[config.mk]
export PLATFORM = sky130hd
export DESIGN_NAME = conv_result_packer
export DESIGN_NICKNAME = d
export VERILOG_FILES = /design/src/rtl/conv_result_packer_pkg.sv /design/src/rtl/conv_requant.sv /design/src/rtl/conv_result_packer.sv
export SDC_FILE = /design/constraint.sdc
export NUM_CORES = 1
export LEC_CHECK = 0
export CAP_MARGIN = 10
export CORE_MARGIN = 1
export CORE_UTILIZATION = 50
export DETAILED_ROUTE_END_ITERATION = 8
export DONT_BUFFER_PORTS = 1
export PLACE_DENSITY = 0.63
export SLEW_MARGIN = 15
export SYNTH_ARGS = -nofsm -noshare
export SYNTH_HDL_FRONTEND = slang
export SYNTH_SLANG_ARGS = --single-unit
[constraint.sdc]
create_clock -name clk -period 3.16 [get_ports clk]
set_input_delay 0.632 -clock clk [delete_from_list [all_inputs] [get_ports clk]]
set_output_delay 0.632 -clock clk [all_outputs]
set_load 0.005 [all_outputs]
[src/rtl/conv_result_packer_pkg.sv]
// Shared widths, FSM state type and INT8 saturation helper for the conv result packer.
package conv_result_packer_pkg;

   localparam int unsigned LENGTH_DEF = 16;
   localparam int unsigned INT8_DEF   = 8;
   localparam int unsigned RES_W      = 16;
   localparam int unsigned SHIFT_W    = 4;
   localparam int unsigned LANE_CNT_W = 5;
   localparam int unsigned VEC_CNT_W  = 16;

   typedef enum logic {
      FILL = 1'b0,
      EMIT = 1'b1
   } emit_state_t;

   function automatic logic [7:0] sat_int8(input logic signed [RES_W:0] t);
      if (t > 17'sd127) begin
         return 8'h7F;
      end else if (t < -17'sd128) begin
         return 8'h80;
      end else begin
         return t[7:0];
      end
   endfunction

endpackage

[src/rtl/conv_requant.sv]
// Combinational requantizer: round-half-up right shift, saturate to INT8.
// Define CONV_RELU_EN to clamp negative results to zero (fused ReLU).
module conv_requant
   import conv_result_packer_pkg::*;
(
   input  logic [RES_W-1:0]   res,
   input  logic [SHIFT_W-1:0] shift,
   output logic [7:0]         q
);

   logic signed [RES_W:0] ext;
   logic signed [RES_W:0] rnd;
   logic signed [RES_W:0] t;

   // NOTE: every variable gets a default at the top of always_comb so no path infers a latch.
   always_comb begin
      ext = {res[RES_W-1], res};
      rnd = '0;
      if (shift != '0) begin
         rnd = 17'sd1 <<< (shift - 4'd1);
      end
      // 17 bits so +32767 plus the rounding constant cannot wrap negative.
      t = (ext + rnd) >>> shift;
      q = sat_int8(t);
`ifdef CONV_RELU_EN
      if (q[7]) begin
         q = 8'h00;
      end
`else
      q = q;
`endif
   end

endmodule

[src/rtl/conv_result_packer.sv]
// Packs LENGTH requantized INT8 samples per vector and strobes conv_write for one cycle.
// The CONV_RELU_EN build option is handled inside conv_requant.
module conv_result_packer
   import conv_result_packer_pkg::*;
#(
   parameter int unsigned LENGTH = LENGTH_DEF,
   parameter int unsigned INT8   = INT8_DEF
) (
   input  logic                   clk,
   input  logic                   reset,
   input  logic                   in_valid,
   input  logic [RES_W-1:0]       in_res,
   input  logic [SHIFT_W-1:0]     in_shift,
   input  logic                   flush,
   output logic                   conv_write,
   output logic [LENGTH*INT8-1:0] conv_v,
   output logic [LANE_CNT_W-1:0]  lane_cnt,
   output logic [VEC_CNT_W-1:0]   vec_cnt
);

   localparam logic [LANE_CNT_W-1:0] LAST_LANE = LANE_CNT_W'(LENGTH - 1);

   emit_state_t             state_q, state_d;
   logic [7:0]              lane_q;
   logic [LENGTH*INT8-1:0]  stage_q, stage_d, packed_v, conv_v_d;
   logic [LANE_CNT_W-1:0]   lane_cnt_d;
   logic [VEC_CNT_W-1:0]    vec_cnt_d;
   logic                    emit;

   conv_requant u_requant (
      .res   (in_res),
      .shift (in_shift),
      .q     (lane_q)
   );

   always_comb begin
      packed_v = stage_q;
      if (in_valid) begin
         for (int k = 0; k < int'(LENGTH); k++) begin
            if (lane_cnt == LANE_CNT_W'(k)) begin
               packed_v[k*INT8 +: INT8] = INT8'(lane_q);
            end
         end
      end

      // The incoming sample is packed before a flush, so a full+flush cycle emits once.
      emit = (in_valid && (lane_cnt == LAST_LANE)) ||
             (flush && (in_valid || (lane_cnt != '0)));

      stage_d    = packed_v;
      lane_cnt_d = lane_cnt + LANE_CNT_W'(in_valid);
      conv_v_d   = conv_v;
      vec_cnt_d  = vec_cnt;
      state_d    = FILL;
      if (emit) begin
         stage_d    = '0;
         lane_cnt_d = '0;
         conv_v_d   = packed_v;
         vec_cnt_d  = vec_cnt + 16'd1;
         state_d    = EMIT;
      end
   end

   // NOTE: sequential state uses non-blocking <= so every register samples pre-edge values.
   // NOTE: the staging buffer is reset like any control register; a partial vector must never expose stale lanes.
   always_ff @(posedge clk or negedge reset) begin
      if (!reset) begin
         state_q  <= FILL;
         stage_q  <= '0;
         conv_v   <= '0;
         lane_cnt <= '0;
         vec_cnt  <= '0;
      end else begin
         state_q  <= state_d;
         stage_q  <= stage_d;
         conv_v   <= conv_v_d;
         lane_cnt <= lane_cnt_d;
         vec_cnt  <= vec_cnt_d;
      end
   end

   assign conv_write = (state_q == EMIT);

endmodule
==> flow_metrics.tcl <==
set metrics [dict create \
    dp_worst_setup_slack_ns -1.562 \
    violations "design-rule violations, negative hold slack, negative setup slack" \
    slew_headroom_pct 44.04 \
    yosysMostFrequentCell "dfrtp_1" \
    fin_ws_ns -0.6979 \
    fin_hold_ws_ns -0.2239 \
    drv_slew 0 \
    leakagePower_nw 7.911 \
    first_global_vias 11990 \
    final-hold-violation-count 278 \
    io_buffers 0 \
    synth_top_cell_by_area "dfrtp_1" \
    power.total_mw 12.73 \
    worst_pin_slew_ns 0.8363 \
    synth_edf_count 0 \
    drtIter0Drc 1162 \
    async_reset_ff_share_pct 100.0 \
    drc 13 \
    grt-ovfl-total 0 \
    wire_per_inst_um 22.72 \
    hp-class "primary input to asynchronous set/reset pin" \
    p_per_area_mw_per_mm2 673.0 \
    area_delta_synth_final_pct 39.89 \
    syn_inst 1410 \
    yosysUniqueCellTypes 68 \
    drtAntennaViolNets 0 \
    dp_hpwl_mm 24.91 \
    io_pins 174 \
    worstPathArrival_ns 4.29 \
    dieWidth_um 166.4 \
    multi_input_area_sq_mm 0.007739 \
    final_util_pct 71.94 \
    fin_skew_ns 0.01576 \
    layout_min_cycle_time_ns 3.858 \
    num_vias 12184 \
    ys_ff_latch 278 \
    insertion_delay_ns 0.56 \
    grt_start_max_net_pins 279 \
    syn_area_per_cell_sq_um 9.585 \
    cp.required_ns 3.59 \
    start_kind "primary input" \
    synth_fp_nets 1454 \
    synth_top_area_share_pct 51.47 \
    core_area_sq_mm 0.02628 \
    rsz0062_at_grt "yes" \
    seq_area_frac_synth_pct 51.47 \
    n_antenna_cell 0 \
    h-tree-depth 1 \
    path_clk_slew_ns 0.06 \
    setup_viol 217 \
    cp_max_fo 11 \
    gp_congestion 0.8755 \
    fmax_ghz 0.2592 \
    drt_wl_total_mm 43.83 \
    yosys_most_used_dff "dfrtp_1" \
    drive_gt1_share_pct 38.39 \
    status "complete, but fails checks" \
    die_h_um 166.4 \
    start_util_pct 51.43 \
    grt_pass1_wl_mm 68.14 \
    grt_usage_pct 31.02 \
    end_kind "flip-flop" \
    clk_path_buf_depth 3 \
    clockRootBuffer "clkbuf_16" \
    ir_drop_v 0.0004033 \
    fill_cells 1830 \
    final_nets 1617 \
    antenna_found_initial 0 \
    netlist_area_sq_mm 0.01352 \
    die_area_sq_mm 0.02769 \
    worstSetupPathType "primary input to flip-flop" \
    cts_buffers 29 \
    finalCritPeriodShare_pct 122.1 \
    cap_violations 0 \
    cts.sinks 278 \
    dr.pass1.iters 9 \
    ys.warnings.count 0 \
    synth_area_leaders "dfrtp_1 51%, a311oi_1 6.2%, a21oi_1 6.0%, nor2_1 5.6%, o21ai_0 4.6%" \
    ff_latch_area_sq_mm 0.006957 \
    core.rowCount 59 \
    via_per_inst 6.316 \
    synth_common_cells "278 x dfrtp_1, 202 x nor2_1, 162 x a21oi_1, 153 x nand2_1, 125 x o21ai_0" \
    cts_tree "done" \
]
[cell type report]
cell class	count	area share, %
Multi-Input combinational cell	1004	40.93
Sequential cell	278	36.79
Timing Repair Buffer	248	14.66
Clock buffer	38	4.176
Tap cell	335	2.217
Clock inverter	14	0.7544
Inverter	12	0.4699
[flip-flops by register name, summed over array words and instances (netlist names)]
| name | count |
|---|---|
| stage_q | 128 |
| conv_v | 128 |
| lane_cnt | 5 |
| vec_cnt | 16 |
| conv_write | 1 |
[cell usage in the layout, fill, tap and decap left out, types with 16 or more instances in the layout]
| cell | count |
|---|---|
| dfrtp_1 | 278 |
| nor2_1 | 186 |
| buf_4 | 154 |
| nand2_1 | 143 |
| o21ai_0 | 117 |
| a21oi_2 | 96 |
| a311oi_2 | 92 |
| a21oi_1 | 59 |
| buf_6 | 39 |
| clkbuf_16 | 32 |
| mux2i_1 | 28 |
| buf_12 | 28 |
| a21oi_4 | 21 |
| xnor2_1 | 16 |
[power by group]
part	switching [mW]	internal, mW	total (mW)
Clock	1.45	1.93	3.38
Sequential	0.792	4.45	5.24
Combinational	2.36	1.74	4.10
Total	4.60	8.12	12.7
[per-layer routing]
metal	vias to the layer above	part of all wire [%]	global-route usage (%)
met4	0	2.7	10.71
li1	5474	-	-
met2	450	48	49.69
met3	81	7.5	6.084
met1	6179	42	42.24
met5	-	0	0
[stage by stage]
step / TNS [ns] / instance area, sq um / instances
finish: -129.84 / 18910 / 1929
global route: -148.45 / 18910 / 1929
CTS: -119.12 / 18410 / 1919
detailed placement: -325.13 / 15180 / 1805
global placement: -316.07 / 15180 / 1805
floorplan: -288.97 / 13690 / 1410
[critical path, cell delays in order]
cell       delay [ns]
inv_12           0.02
nand2_8          0.06
nor2_4           0.04
ha_4             0.15
fa_2             0.37
a211oi_4         0.31
o21ai_2          0.12
a2111oi_2        0.37
and4b_2          0.34
a211oi_2         0.20
buf_4            0.15
a221oi_4         0.04
buf_4            0.16
mux4_2           0.47
and2_4           0.18
a31oi_4          0.21
buf_6            0.18
buf_12           0.15
a311oi_2         0.12
[what timing repair did]
item | in CTS | in global routing
cloned | 17 | 3
resized for setup | 310 | 95
setup buffers | 46 | 16
pin swaps | 71 | 49
setup endpoints to repair | 217 | 218
endpoints found under the hold margin | 278 | 278
[logic make-up (layout without fill, tap and decap cells)]
family,count (synthesis),after routing,synth area share (%)
adders and majority gates,20,20,1.907
and+or+nand+nor,430,431,13.20
AOI/OAI and AO/OA,488,488,24.08
muxes,37,37,3.342
other,1,1,0.02775
xor gates and xnor gates,27,27,1.750
DFF,278,278,51.47
buffers and inverters,129,312,4.221
[final timing paths]
kind                                  start     endpoint  slack (ns)  cells after the start
worst max-delay path            in_shift[3]  stage_q[81]       -0.70                     19
worst min-delay path                  reset  vec_cnt[13]       -0.22                      0
worst max register to register  lane_cnt[4]   conv_v[54]        0.13                     10
worst min register to register  vec_cnt[15]  vec_cnt[15]        0.49                      1
max in group asynchronous             reset  stage_q[57]        2.90                      0
min in group clk                   in_valid  lane_cnt[0]        0.35                      2
(Power assumes the default switching activity.)
